--- src/rtl/memory_access_pkg.sv ---
// Shared Y86-64 constants, M-register layout and access-decoding helpers
// for the memory stage.
package memory_access_pkg;

    localparam logic [3:0] IHALT   = 4'h0;
    localparam logic [3:0] INOP    = 4'h1;
    localparam logic [3:0] IRRMOVQ = 4'h2;
    localparam logic [3:0] IIRMOVQ = 4'h3;
    localparam logic [3:0] IRMMOVQ = 4'h4;
    localparam logic [3:0] IMRMOVQ = 4'h5;
    localparam logic [3:0] IOPQ    = 4'h6;
    localparam logic [3:0] IJXX    = 4'h7;
    localparam logic [3:0] ICALL   = 4'h8;
    localparam logic [3:0] IRET    = 4'h9;
    localparam logic [3:0] IPUSHQ  = 4'hA;
    localparam logic [3:0] IPOPQ   = 4'hB;

    localparam logic [2:0] SAOK = 3'd1;
    localparam logic [2:0] SHLT = 3'd2;
    localparam logic [2:0] SADR = 3'd3;
    localparam logic [2:0] SINS = 3'd4;

    localparam logic [3:0] RNONE = 4'hF;

    typedef enum logic [1:0] {StIdle, StWait, StDone} mem_state_e;

    typedef enum logic [1:0] {AccNone, AccRead, AccWrite} acc_kind_e;

    typedef struct packed {
        logic [3:0]  icode;
        logic [2:0]  stat;
        logic [63:0] val_e;
        logic [63:0] val_a;
        logic [3:0]  dst_e;
        logic [3:0]  dst_m;
    } m_reg_t;

    localparam m_reg_t MRegBubble = '{
        icode: INOP, stat: SAOK, val_e: 64'd0, val_a: 64'd0, dst_e: RNONE, dst_m: RNONE
    };

    function automatic acc_kind_e acc_kind(input logic [3:0] icode);
        acc_kind_e kind;
        case (icode)
            IMRMOVQ, IPOPQ, IRET:  kind = AccRead;
            IRMMOVQ, IPUSHQ, ICALL: kind = AccWrite;
            default:               kind = AccNone;
        endcase
        return kind;
    endfunction

    // Pops and returns read from the old stack pointer carried in valA.
    function automatic logic [63:0] acc_addr(input logic [3:0] icode,
                                             input logic [63:0] val_e,
                                             input logic [63:0] val_a);
        return (icode == IPOPQ || icode == IRET) ? val_a : val_e;
    endfunction

endpackage

--- src/rtl/memory_access_pipe_reg.sv ---
// E->M pipeline register: reset/bubble load the nop, an outstanding access
// holds it regardless of stall/bubble.
module mem_pipe_reg
    import memory_access_pkg::*;
(
    input  logic   clk_i,
    input  logic   rst_i,
    input  logic   busy_i,
    input  logic   stall_i,
    input  logic   bubble_i,
    input  m_reg_t d_i,
    output m_reg_t q_o
);

    m_reg_t m_d, m_q;

    always_comb begin
        m_d = m_q;
        if (busy_i) begin
            m_d = m_q;
        end else if (bubble_i) begin
            m_d = MRegBubble;
        end else if (!stall_i) begin
            m_d = d_i;
        end
    end

    always_ff @(posedge clk_i) begin
        if (rst_i) begin
            m_q <= MRegBubble;
        end else begin
            m_q <= m_d;
        end
    end

    assign q_o = m_q;

endmodule

--- src/rtl/memory_access.sv ---
// Y86-64 memory stage: M register, single req/ack data access per
// instruction with bounds fault, bus error and timeout reporting.
module memory_access
    import memory_access_pkg::*;
#(
    parameter int unsigned MEM_BYTES      = 8192,
    parameter int unsigned TIMEOUT_CYCLES = 64
) (
    input  logic        clk_i,
    input  logic        rst_i,
    input  logic        memory_stall_i,
    input  logic        memory_bubble_i,
    input  logic [3:0]  icode_i,
    input  logic [2:0]  stat_i,
    input  logic [63:0] valE_i,
    input  logic [63:0] valA_i,
    input  logic [3:0]  dstE_i,
    input  logic [3:0]  dstM_i,
    output logic        dmem_req_o,
    output logic        dmem_we_o,
    output logic [63:0] dmem_addr_o,
    output logic [63:0] dmem_wdata_o,
    input  logic        dmem_ack_i,
    input  logic        dmem_err_i,
    input  logic [63:0] dmem_rdata_i,
    output logic        mem_busy_o,
    output logic [3:0]  icode_o,
    output logic [63:0] valE_o,
    output logic [63:0] valM_o,
    output logic [3:0]  dstE_o,
    output logic [3:0]  dstM_o,
    output logic [2:0]  stat_o
);

    localparam int unsigned CntW = (TIMEOUT_CYCLES > 1) ? $clog2(TIMEOUT_CYCLES) : 1;
    localparam logic [CntW-1:0] CntLast = CntW'(TIMEOUT_CYCLES - 1);
    localparam logic [63:0] AddrMax = 64'(MEM_BYTES - 8);

    mem_state_e      state_d, state_q;
    logic [CntW-1:0] cnt_d, cnt_q;
    logic [63:0]     val_m_d, val_m_q;
    logic            mem_err_d, mem_err_q;
    m_reg_t          e_in, m_q;
    logic            busy;
    logic            in_has_acc, in_oob, load, issue, timeout;

    assign busy = (state_q == StWait);

    assign e_in = '{
        icode: icode_i, stat: stat_i, val_e: valE_i, val_a: valA_i, dst_e: dstE_i, dst_m: dstM_i
    };

    mem_pipe_reg u_mem_pipe_reg (
        .clk_i    (clk_i),
        .rst_i    (rst_i),
        .busy_i   (busy),
        .stall_i  (memory_stall_i),
        .bubble_i (memory_bubble_i),
        .d_i      (e_in),
        .q_o      (m_q)
    );

    // Classify the incoming instruction so the access starts the cycle it lands in M.
    assign in_has_acc = (acc_kind(icode_i) != AccNone) && (stat_i == SAOK);
    assign in_oob     = acc_addr(icode_i, valE_i, valA_i) > AddrMax;
    assign load       = !busy && !memory_bubble_i && !memory_stall_i;
    assign issue      = load && in_has_acc && !in_oob;
    assign timeout    = (cnt_q == CntLast);

    always_ff @(posedge clk_i) begin
        if (rst_i) begin
            state_q   <= StIdle;
            cnt_q     <= '0;
            val_m_q   <= 64'd0;
            mem_err_q <= 1'b0;
        end else begin
            state_q   <= state_d;
            cnt_q     <= cnt_d;
            val_m_q   <= val_m_d;
            mem_err_q <= mem_err_d;
        end
    end

    always_comb begin
        state_d = state_q;
        unique case (state_q)
            StIdle, StDone: state_d = issue ? StWait : StIdle;
            StWait:         if (dmem_ack_i || timeout) state_d = StDone;
            default:        state_d = StIdle;
        endcase
    end

    always_comb begin
        cnt_d     = cnt_q;
        val_m_d   = val_m_q;
        mem_err_d = mem_err_q;
        if (busy) begin
            if (dmem_ack_i) begin
                mem_err_d = dmem_err_i;
                if (acc_kind(m_q.icode) == AccRead) val_m_d = dmem_rdata_i;
            end else if (timeout) begin
                mem_err_d = 1'b1;
            end else begin
                cnt_d = cnt_q + CntW'(1);
            end
        end else begin
            // A stalled instruction keeps whatever fault it already reported.
            if (memory_bubble_i) begin
                mem_err_d = 1'b0;
            end else if (!memory_stall_i) begin
                mem_err_d = in_has_acc && in_oob;
            end
            if (issue) cnt_d = '0;
        end
    end

    always_comb begin
        dmem_req_o   = busy;
        mem_busy_o   = busy;
        dmem_we_o    = (acc_kind(m_q.icode) == AccWrite);
        dmem_addr_o  = acc_addr(m_q.icode, m_q.val_e, m_q.val_a);
        dmem_wdata_o = m_q.val_a;
        icode_o      = m_q.icode;
        valE_o       = m_q.val_e;
        valM_o       = val_m_q;
        dstE_o       = m_q.dst_e;
        dstM_o       = m_q.dst_m;
        stat_o       = mem_err_q ? SADR : m_q.stat;
    end

endmodule
--- config.mk ---
export PLATFORM = sky130hd
export DESIGN_NAME = memory_access
export DESIGN_NICKNAME = d
export VERILOG_FILES = /design/src/rtl/memory_access_pkg.sv /design/src/rtl/memory_access_pipe_reg.sv /design/src/rtl/memory_access.sv
export SDC_FILE = /design/constraint.sdc
export NUM_CORES = 1
export LEC_CHECK = 0
export ABC_CLOCK_PERIOD_IN_PS = 1800
export CAP_MARGIN = 10
export CORE_AREA = 2 2 189 191
export DETAILED_ROUTE_END_ITERATION = 7
export DIE_AREA = 0 0 191 193
export PLACE_DENSITY = 0.68
export SYNTH_ARGS = -nofsm -noshare
export SYNTH_HDL_FRONTEND = slang
export SYNTH_HIERARCHICAL = 1
export SYNTH_SLANG_ARGS = --single-unit
export TNS_END_PERCENT = 1
--- constraint.sdc ---
create_clock -name clk_i -period 1.8 [get_ports clk_i]
set_input_delay 0.54 -clock clk_i [delete_from_list [all_inputs] [get_ports clk_i]]
set_output_delay 0.54 -clock clk_i [all_outputs]
set_load 0.02 [all_outputs]
==> impl_metrics.json, run 1 <==
{
  "status": "finished with violations",
  "violations": "negative setup slack",
  "yosysWarnings": 6,
  "required_ns": 1.26,
  "max_freq_ghz": 0.401,
  "vias": 10275,
  "syn_nets": 1314,
  "power_frac_comb": 0.147,
  "syn2layout_area_growth_pct": 78.8,
  "critPathArrivalTime_ns": 1.96,
  "ys.flop_type": "dfxtp_1",
  "leakage_nw": 6.59,
  "die_h_um": 193,
  "gp_congestion": 0.873,
  "cts_sinks": 216,
  "initial_core_util": 0.256,
  "die_area_sq_um": 36900,
  "slowest_stage": "dfxtp_2",
  "cpLargestDelayFamily": "buffers and inverters",
  "yosysSeqAreaShare": 0.483,
  "pre_cts_ws_ns": -1.10,
  "grtUsageTotal": 0.205,
  "drt-initial-drc-count": 383,
  "switching_share": 0.251,
  "critPathKind": "reg -> out",
  "worstPathCellList": "nor2b_4, nand2_4, buf_12, buf_12, buf_16, mux2_4, buf_6",
  "nets": 1866,
  "synth_area_sq_um": 8940,
  "grt.overflow.total": 0,
  "htree_levels": 1,
  "core-area_sq_um": 35000,
  "fin_util": 0.457,
  "period_needed_ns": 2.50,
  "dr.pass1.iters": 4,
  "p_per_area_nw_per_um2": 735,
  "cap_violations": 0,
  "synth-edff-count": 0,
  "grt_max_degree": 80,
  "rsz0062_at_grt": "yes",
  "finalMaxSlewViolations": 0,
  "antenna_found_initial": 4,
  "tns_ns": -39.81,
  "layout_setup_ws_ns": -0.697,
  "ys_ff_latch": 216,
  "yosys.area.top_type": "dfxtp_1",
  "synthTopCellsByArea": "dfxtp_1 48%, a21oi_1 12%, nand2_1 11%, mux2_2 8.1%, o21ai_0 7.4%",
  "hold_viol_final": 0,
  "synth_cell_type_count": 43,
  "wl_per_cell_um": 18.7,
  "critPathMaxFanout": 6,
  "setup_viol": 65,
  "p_int_mw": 8.81,
  "io_buffer_count": 486,
  "critPathMaxStageDelay_ns": 0.33,
  "critPathLaunchType": "register",
  "async_flop_share": 0,
  "sequentialPowerShare": 0.423,
  "synth_commonest_cells": "270 x nand2_1, 216 x dfxtp_1, 210 x a21oi_1, 133 x o21ai_0, 64 x mux2_2",
  "cp_num_buf_inv": 4,
  "antenna_left": 0,
  "use_met2": 0.368,
  "rows": 69,
  "tightest_slew_ns": 0.545,
  "end_kind": "output pin",
  "grtUsageMet3": 0.0574,
  "grt.busiest_layer": "met2",
  "fin_worst_skew_ns": 0.0134,
  "die_w_um": 191,
  "wl_mm": 39.9,
  "yosysMostFrequentCell": "nand2_1",
  "yosys.area.top_type_share": 0.483,
  "grt_pass1_wl_mm": 59.1,
  "cts.path.max_buffers": 3,
  "power_frac_clock": 0.430,
  "synthCells": 1100,
  "grt_pass1_vias": 10448,
  "cts_made_buffers": 24,
  "cts_tree": "yes",
  "use_met1": 0.233,
  "final_layout_size_suffix_gt1_frac": 0.258,
  "boundaryPins": 487,
  "cts.reportedPaths.clkPinSlew_ns": 0.06,
  "clock_latency_ns": 0.52,
  "period_share": 1.39,
  "drc": 0,
  "vdd_drop_max_uv": 527,
  "synth_area_per_cell_sq_um": 8.13,
  "cts_root_buf": "clkbuf_16",
  "p_sw_mw": 2.95,
  "hpwl_mm": 29.3,
  "slew_headroom": 0.636,
  "viasPerCell": 4.82,
  "cp_common_cell": "buf_12",
  "hold_ws_ns": 0.303,
  "hp-class": "in -> reg"
}
-- power groups by stage --
| stage | registers (mW) | clock network, mW | logic (mW) |
|---|---|---|---|
| floorplan | 5.18 | 0 | 0.457 |
| global placement | 5.07 | 0 | 1.74 |
| detailed placement | 5.08 | 0 | 1.74 |
| CTS | 4.97 | 5.18 | 1.74 |
| global route | 4.99 | 5.37 | 1.84 |
| finish | 4.97 | 5.05 | 1.73 |
-- per-stage QoR --
stage	total power, mW	cell area, sq um	cells
3_5_place_dp	6.82	15100	2078
6_report	11.8	16000	2131
5_1_grt	12.2	16000	2131
2_1_floorplan	5.64	8960	1100
4_1_cts	11.9	16000	2130
3_3_place_gp	6.81	15100	2078
-- area by class of cell --
cell class	count	area, sq um
well taps	461	577
flip-flops and latches	216	4340
diodes	1	2.50
clock buffers	36	747
inverters	2	10.0
multi-input cells	790	4450
clock inverters	7	66.3
fillers	3397	19000
repair buffers	618	5800
-- flip-flops by register name, summed over array words and instances (netlist names) --
signal              flops
u_mem_pipe_reg/q_o    143
mem_err_q               1
valM_o                 64
cnt_q                   6
state_q                 2
-- worst reg2reg max path: stages (launching register included) --
cell and delay (ns):
dfxtp_2 0.32, buf_4 0.13, nor2_1 0.12, a21oi_2 0.10, or3_2 0.51, buf_12 0.19, nand2_1 0.12, a21oi_1 0.07
-- metal layers --
metal	vias up	wire, um
li1	4916	-
met2	476	19500
met3	75	3730
met5	-	40
met1	4802	15300
met4	6	1350
-- cells in the final DEF, fill, tap and decap left out, drive strengths merged, types with 2 or more instances in the layout --
master / instances
a211oi: 5
a21oi: 210
buf: 222
clkbuf: 70
clkdlybuf4s15: 75
clkdlybuf4s50: 193
clkinv: 4
dfxtp: 216
dlygate4sd2: 85
dlymetal6s2s: 9
inv: 3
mux2: 64
nand2: 270
nand2b: 3
nand3: 2
nand3b: 2
nand4: 11
nor2: 13
nor2b: 4
nor3: 17
nor3b: 3
nor4: 28
o21ai: 133
or2: 3
or3: 2
xor2: 4
-- cell families (layout without fill, tap and decap cells) --
family                     count (synthesis)  after routing  share of synthesized area
and+or+nand+nor                          360            360                      0.173
muxes                                     65             65                     0.0817
DFF                                      216            216                      0.483
AOI/OAI and AO/OA                        359            359                      0.208
buffers and inverters                     94            663                     0.0470
xor gates and xnor gates                   5              5                    0.00490
adders and majority gates                  1              1                    0.00140
other                                      0              1                          0
-- worst paths after layout --
path | startpoint | to | cells past startpoint | slack, ns
setup / recovery | u_mem_pipe_reg/q_o[142]$_SDFFE_PP0P_ | dmem_addr_o[25] | 7 | -0.70
hold / removal | rst_i | u_mem_pipe_reg/q_o[138]$_SDFFE_PP0P_ | 2 | 0.30
setup reg to reg | u_mem_pipe_reg/q_o[142]$_SDFFE_PP0P_ | valM_o[18]$_SDFFE_PP0P_ | 7 | 0.11
hold reg to reg | valM_o[42]$_SDFFE_PP0P_ | valM_o[42]$_SDFFE_PP0P_ | 2 | 0.45
-- what timing repair did --
| item | CTS | global route |
|---|---|---|
| gates resized for setup | 710 | 141 |
| cloned | 4 | 0 |
| hold buffers | 0 | 0 |
| endpoints found under the setup margin | 341 | 168 |
| pin swaps | 8 | 7 |
| setup buffers | 5 | 0 |
Note: power is estimated with default switching activity, not from simulation.
==> run 2, diff against run 1 <==
PLACE_DENSITY = 0.6   (was 0.68)
==> impl_metrics.json, run 2 (synthesized netlist as in run 1, its figures left out) <==
{
  "status": "finished with violations",
  "violations": "negative setup slack",
  "htree_levels": 1,
  "grt_pass1_vias": 10043,
  "cts_root_buf": "clkbuf_16",
  "cts.path.max_buffers": 3,
  "dr.pass1.iters": 4,
  "layout_setup_ws_ns": -0.753,
  "die_w_um": 191,
  "hp-class": "in -> reg",
  "hpwl_mm": 29.5,
  "grt.overflow.total": 0,
  "cpLargestDelayFamily": "buffers and inverters",
  "hold_viol_final": 0,
  "critPathKind": "reg -> out",
  "io_buffer_count": 486,
  "antenna_left": 0,
  "vdd_drop_max_uv": 564,
  "fin_worst_skew_ns": 0.0178,
  "seqCellArea_sq_um": 4340,
  "wl_per_cell_um": 19.2,
  "slowest_stage": "dfxtp_2",
  "worstPathCellList": "nor2b_4, nand2_4, buf_12, buf_8, buf_16, mux2_4, buf_6",
  "viasPerCell": 4.84,
  "grt_pass1_wl_mm": 59.5,
  "timing.rr.end": "valM_o[2]$_SDFFE_PP0P_",
  "clock_latency_ns": 0.54,
  "grtUsageTotal": 0.208,
  "max_freq_ghz": 0.392,
  "tightest_slew_ns": 0.690,
  "cp_num_buf_inv": 4,
  "rsz0062_at_grt": "yes",
  "multi_input_area_sq_um": 4460,
  "leakage_nw": 6.52,
  "cts.reportedPaths.clkPinSlew_ns": 0.06,
  "drt-initial-drc-count": 473,
  "wl_met1_mm": 15.8,
  "cap_violations": 0,
  "tns_ns": -43.01,
  "slew_headroom": 0.540,
  "antenna_found_initial": 0,
  "die_area_sq_um": 36900,
  "drc": 0,
  "rows": 69,
  "layout_commonest_cell": "nand2_1",
  "r2r_setup_slack_ns": 0.09,
  "critPathMaxStageDelay_ns": 0.33,
  "syn2layout_area_growth_pct": 81.3,
  "fill_cells": 3454,
  "mostFrequentLayoutCells": "269 x nand2_1, 209 x a21oi_1, 206 x dfxtp_1",
  "required_ns": 1.26,
  "met2_length_mm": 20.4,
  "cts_made_buffers": 27,
  "grt_max_degree": 70,
  "finalMaxSlewViolations": 0,
  "nets": 1872,
  "critPathArrivalTime_ns": 2.01,
  "pre_cts_ws_ns": -1.04,
  "critPathMaxFanout": 5,
  "boundaryPins": 487,
  "end_kind": "output pin",
  "period_share": 1.42,
  "routed-wl-met3_mm": 3.90,
  "die_h_um": 193,
  "core-area_sq_um": 35000,
  "cts_tree": "yes",
  "cp-startpoint": "u_mem_pipe_reg/q_o[142]$_SDFFE_PP0P_",
  "critPathLaunchType": "register",
  "r2r_start": "u_mem_pipe_reg/q_o[142]$_SDFFE_PP0P_",
  "reg2reg_depth": 7,
  "wl_mm": 41.0,
  "gp_congestion": 0.813,
  "largest_reg_flops": 143,
  "hold_path_depth": 3,
  "hp-start": "valA_i[28]",
  "cts_sinks": 216,
  "initial_core_util": 0.256,
  "top_layer": "met4",
  "min_to": "u_mem_pipe_reg/q_o[36]$_SDFFE_PP0P_",
  "vias": 10356,
  "final_layout_size_suffix_gt1_frac": 0.277,
  "period_needed_ns": 2.55,
  "setup_viol": 73,
  "p_per_area_nw_per_um2": 781
}
-- run 2: worst reg2reg max path: cells and delay by family, from the launching register on --
family	cells	cell delay [ns]
buffers and inverters	2	0.37
AND/OR/NAND/NOR	3	0.74
AO/OA/AOI/OAI	2	0.15
flip-flops	1	0.32
-- run 2: timing repair --
| item | 4_1_cts | 5_1_grt |
|---|---|---|
| gates cloned | 5 | 0 |
| endpoints found under the hold margin | 0 | 0 |
| hold buffers | 0 | 0 |
| setup endpoints to repair | 346 | 162 |
| pin swaps | 5 | 3 |
| setup buffers | 4 | 0 |
| gates resized for setup | 756 | 109 |
-- run 2: layout make-up --
| cell class | instances | area share |
|---|---|---|
| timing repair buffer | 621 | 0.360 |
| multi-input combinational | 790 | 0.275 |
| sequential | 216 | 0.268 |
| clock buffer | 31 | 0.0444 |
| tap | 461 | 0.0356 |
| clock inverter | 17 | 0.0158 |
| inverter | 2 | 0.000926 |
| antenna | 1 | 0.000154 |
-- run 2: worst max path at each step --
stage                            endpoint  cells past startpoint
finish                    dmem_addr_o[36]                      7
detailed placement  cnt_q[4]$_SDFFE_PP0P_                      7
global placement    cnt_q[4]$_SDFFE_PP0P_                      7
global route              dmem_addr_o[36]                      7
CTS                       dmem_addr_o[36]                      7
floorplan                 dmem_addr_o[10]                      4
-- run 2: metal layers --
| layer | up-vias | GRT usage |
|---|---|---|
| met5 | - | 0 |
| met2 | 472 | 0.370 |
| met3 | 50 | 0.0599 |
| met1 | 4886 | 0.243 |
| met4 | 0 | 0.0549 |
| li1 | 4948 | - |
-- run 2: stage by stage --
| step | cell area (sq um) | power, mW | util | cells | hold slack, ns |
|---|---|---|---|---|---|
| 5_1_grt | 16200 | 13.1 | 0.464 | 2138 | 0.334 |
| 3_5_place_dp | 15200 | 6.83 | 0.434 | 2081 | 0.446 |
| 3_3_place_gp | 15200 | 6.82 | 0.434 | 2081 | 0.442 |
| 2_1_floorplan | 8960 | 5.64 | - | 1100 | 0.444 |
| 4_1_cts | 16300 | 12.8 | 0.466 | 2138 | 0.369 |
| 6_report | 16200 | 12.7 | 0.464 | 2139 | 0.335 |
-- run 2: report_power, final --
| part | total (mW) | switching (mW) | leakage, nW | internal [mW] |
|---|---|---|---|---|
| combinational | 1.74 | 0.826 | 4.30 | 0.916 |
| sequential | 4.98 | 0.0863 | 1.76 | 4.89 |
| clock | 5.94 | 2.21 | 0.470 | 3.73 |
| total | 12.7 | 3.12 | 6.52 | 9.54 |
==> run 3, diff against run 2 <==
ABC_CLOCK_PERIOD_IN_PS = 2700   (was 1800)
CORE_AREA = 2 2 190 192   (was 2 2 189 191)
CTS_CLUSTER_SIZE = 16   (was unset)
DIE_AREA = 0 0 192 194   (was 0 0 191 193)
GPL_TIMING_DRIVEN = 0   (was unset)
PLACE_DENSITY = 0.58   (was 0.6)
clock period = 2.7 ns   (was 1.8 ns; I/O delays follow)
==> impl_metrics.json, run 3 (synthesized netlist as in run 1, its figures left out) <==
{
  "status": "finished with violations",
  "violations": "negative setup slack",
  "wl_mm": 42.6,
  "layout_setup_ws_ns": -0.149,
  "grt_pass1_wl_mm": 61.5,
  "pre_cts_ws_ns": -0.968,
  "p_per_area_nw_per_um2": 511,
  "vias": 10167,
  "mostFrequentLayoutCells": "419 x clkdlybuf4s50_1, 269 x nand2_1, 213 x dfxtp_1",
  "timing.rr.end": "u_mem_pipe_reg/q_o[70]$_SDFFE_PP0P_",
  "critPathMaxFanout": 10,
  "reg2reg_depth": 10,
  "hp-class": "reg -> reg",
  "cap_violations": 0,
  "hpwl_mm": 32.2,
  "worstPathCellList": "nor2b_4, buf_6, nand2_8, buf_8, mux2_2, buf_4",
  "largest_reg_flops": 143,
  "cts_tree": "yes",
  "layout_commonest_cell": "clkdlybuf4s50_1",
  "tightest_slew_ns": 0.836,
  "period_needed_ns": 2.85,
  "cts.path.max_buffers": 3,
  "grt_max_degree": 14,
  "placed_cells": 2047,
  "slowest_stage": "mux2_2",
  "rsz0062_at_grt": "yes",
  "grt_pass1_vias": 10100,
  "period_share": 1.06,
  "final_area_sq_um": 15300,
  "cpLargestDelayFamily": "buffers and inverters",
  "rows": 69,
  "hold_viol_final": 0,
  "nets": 1837,
  "r2r_start": "state_q[1]$_SDFFE_PP0P_",
  "tns_ns": -5.75,
  "cts_root_buf": "clkbuf_16",
  "fin_worst_skew_ns": 0.0273,
  "clock_latency_ns": 0.54,
  "instances_no_fill": 2105,
  "viasPerCell": 4.83,
  "wl_per_cell_um": 20.2,
  "grt.overflow.total": 0,
  "final_layout_size_suffix_gt1_frac": 0.149,
  "die_w_um": 192,
  "antenna_found_initial": 1,
  "drt-initial-drc-count": 439,
  "antenna_left": 0,
  "vdd_drop_max_uv": 391,
  "drc": 0,
  "initial_core_util": 0.254,
  "gp_congestion": 0.896,
  "core-area_sq_um": 35200,
  "cp_num_buf_inv": 3,
  "die_area_sq_um": 37200,
  "htree_levels": 1,
  "cts.reportedPaths.clkPinSlew_ns": 0.06,
  "crit_cells": 6,
  "critPathMaxStageDelay_ns": 0.36,
  "required_ns": 1.89,
  "r2r_setup_slack_ns": 0.13,
  "critPathLaunchType": "register",
  "end_kind": "output pin",
  "critPathArrivalTime_ns": 2.04,
  "hold_path_depth": 2,
  "critPathKind": "reg -> out",
  "min_to": "valM_o[56]$_SDFFE_PP0P_",
  "cts_made_buffers": 25,
  "placed_cell_area_sq_um": 14400,
  "hp-start": "valM_o[56]$_SDFFE_PP0P_",
  "io_buffer_count": 486,
  "grtUsageTotal": 0.216,
  "boundaryPins": 487,
  "hold_buffers": 0,
  "setup_viol": 59,
  "hold_ws_ns": 0.453,
  "syn2layout_area_growth_pct": 71.3,
  "die_h_um": 194,
  "max_freq_ghz": 0.351,
  "cts_sinks": 216,
  "slew_headroom": 0.439,
  "finalMaxSlewViolations": 0,
  "dr.pass1.iters": 4,
  "leakage_nw": 5.55
}
## run 3: cell count changes in the layout (fill, tap and decap cells not counted), sizes merged, moves of 5 or more
cell | before | now
buf | 223 | 103
dlymetal6s2s | 6 | 1
clkdlybuf4s15 | 112 | 1
bufinv | 6 | 1
clkdlybuf4s50 | 203 | 419
dlygate4sd2 | 51 | 1
clkbuf | 56 | 98
## run 3: per-stage QoR
step                      utilization  power, mW
after floorplan                     -       3.76
after global placement          0.408       4.46
after detailed placement        0.408       4.46
after CTS                       0.433       7.91
after global routing            0.435       8.13
final                           0.435       7.83
## run 3: worst reg2reg max path, stage by stage, from the launching register on
cell        delay, ns
dfxtp_1          0.31
nand2b_1         0.11
buf_6            0.14
clkinvlp_4       0.16
buf_4            0.24
clkbuf_4         0.25
nor3_4           0.54
buf_8            0.26
buf_2            0.25
nand2_1          0.09
a21oi_1          0.15
## run 3: worst max-delay path by stage
stage / from / endpoint / slack (ns)
final: u_mem_pipe_reg/q_o[142]$_SDFFE_PP0P_ / dmem_addr_o[47] / -0.15
after global routing: u_mem_pipe_reg/q_o[142]$_SDFFE_PP0P_ / dmem_addr_o[47] / -0.22
after detailed placement: rst_i / u_mem_pipe_reg/q_o[97]$_SDFFE_PP0P_ / -0.97
after CTS: u_mem_pipe_reg/q_o[142]$_SDFFE_PP0P_ / dmem_addr_o[15] / -0.29
after global placement: icode_i[2] / cnt_q[5]$_SDFFE_PP0P_ / -0.92
after floorplan: u_mem_pipe_reg/q_o[141]$_SDFFE_PP0P_ / dmem_addr_o[10] / 0.49
## run 3: timing repair
item,4_1_cts,5_1_grt
buffers inserted,5,1
resized for setup,244,92
gates cloned,2,3
endpoints found under the setup margin,156,101
## run 3: layout make-up
class,instances,area [sq um]
Antenna cell,2,5.00
Buffer,91,492
Clock buffer,36,737
Sequential cell,216,4330
Clock inverter,10,93.8
Inverter,2,11.3
Tap cell,461,577
Multi-Input combinational cell,791,4260
Fill cell,3498,19900
Timing Repair Buffer,496,4820
## run 3: per-layer routing
metal	global-route usage	wire length (um)	up-vias
li1	-	-	4873
met1	0.252	16700	4760
met2	0.374	20400	468
met3	0.0635	4120	66
met4	0.0752	1340	0
met5	0	0	-
## run 3: power breakdown
part	switching [mW]	total [mW]	internal, mW
clock network	1.43	3.42	2.00
registers	0.0670	3.33	3.26
logic	0.522	1.08	0.559
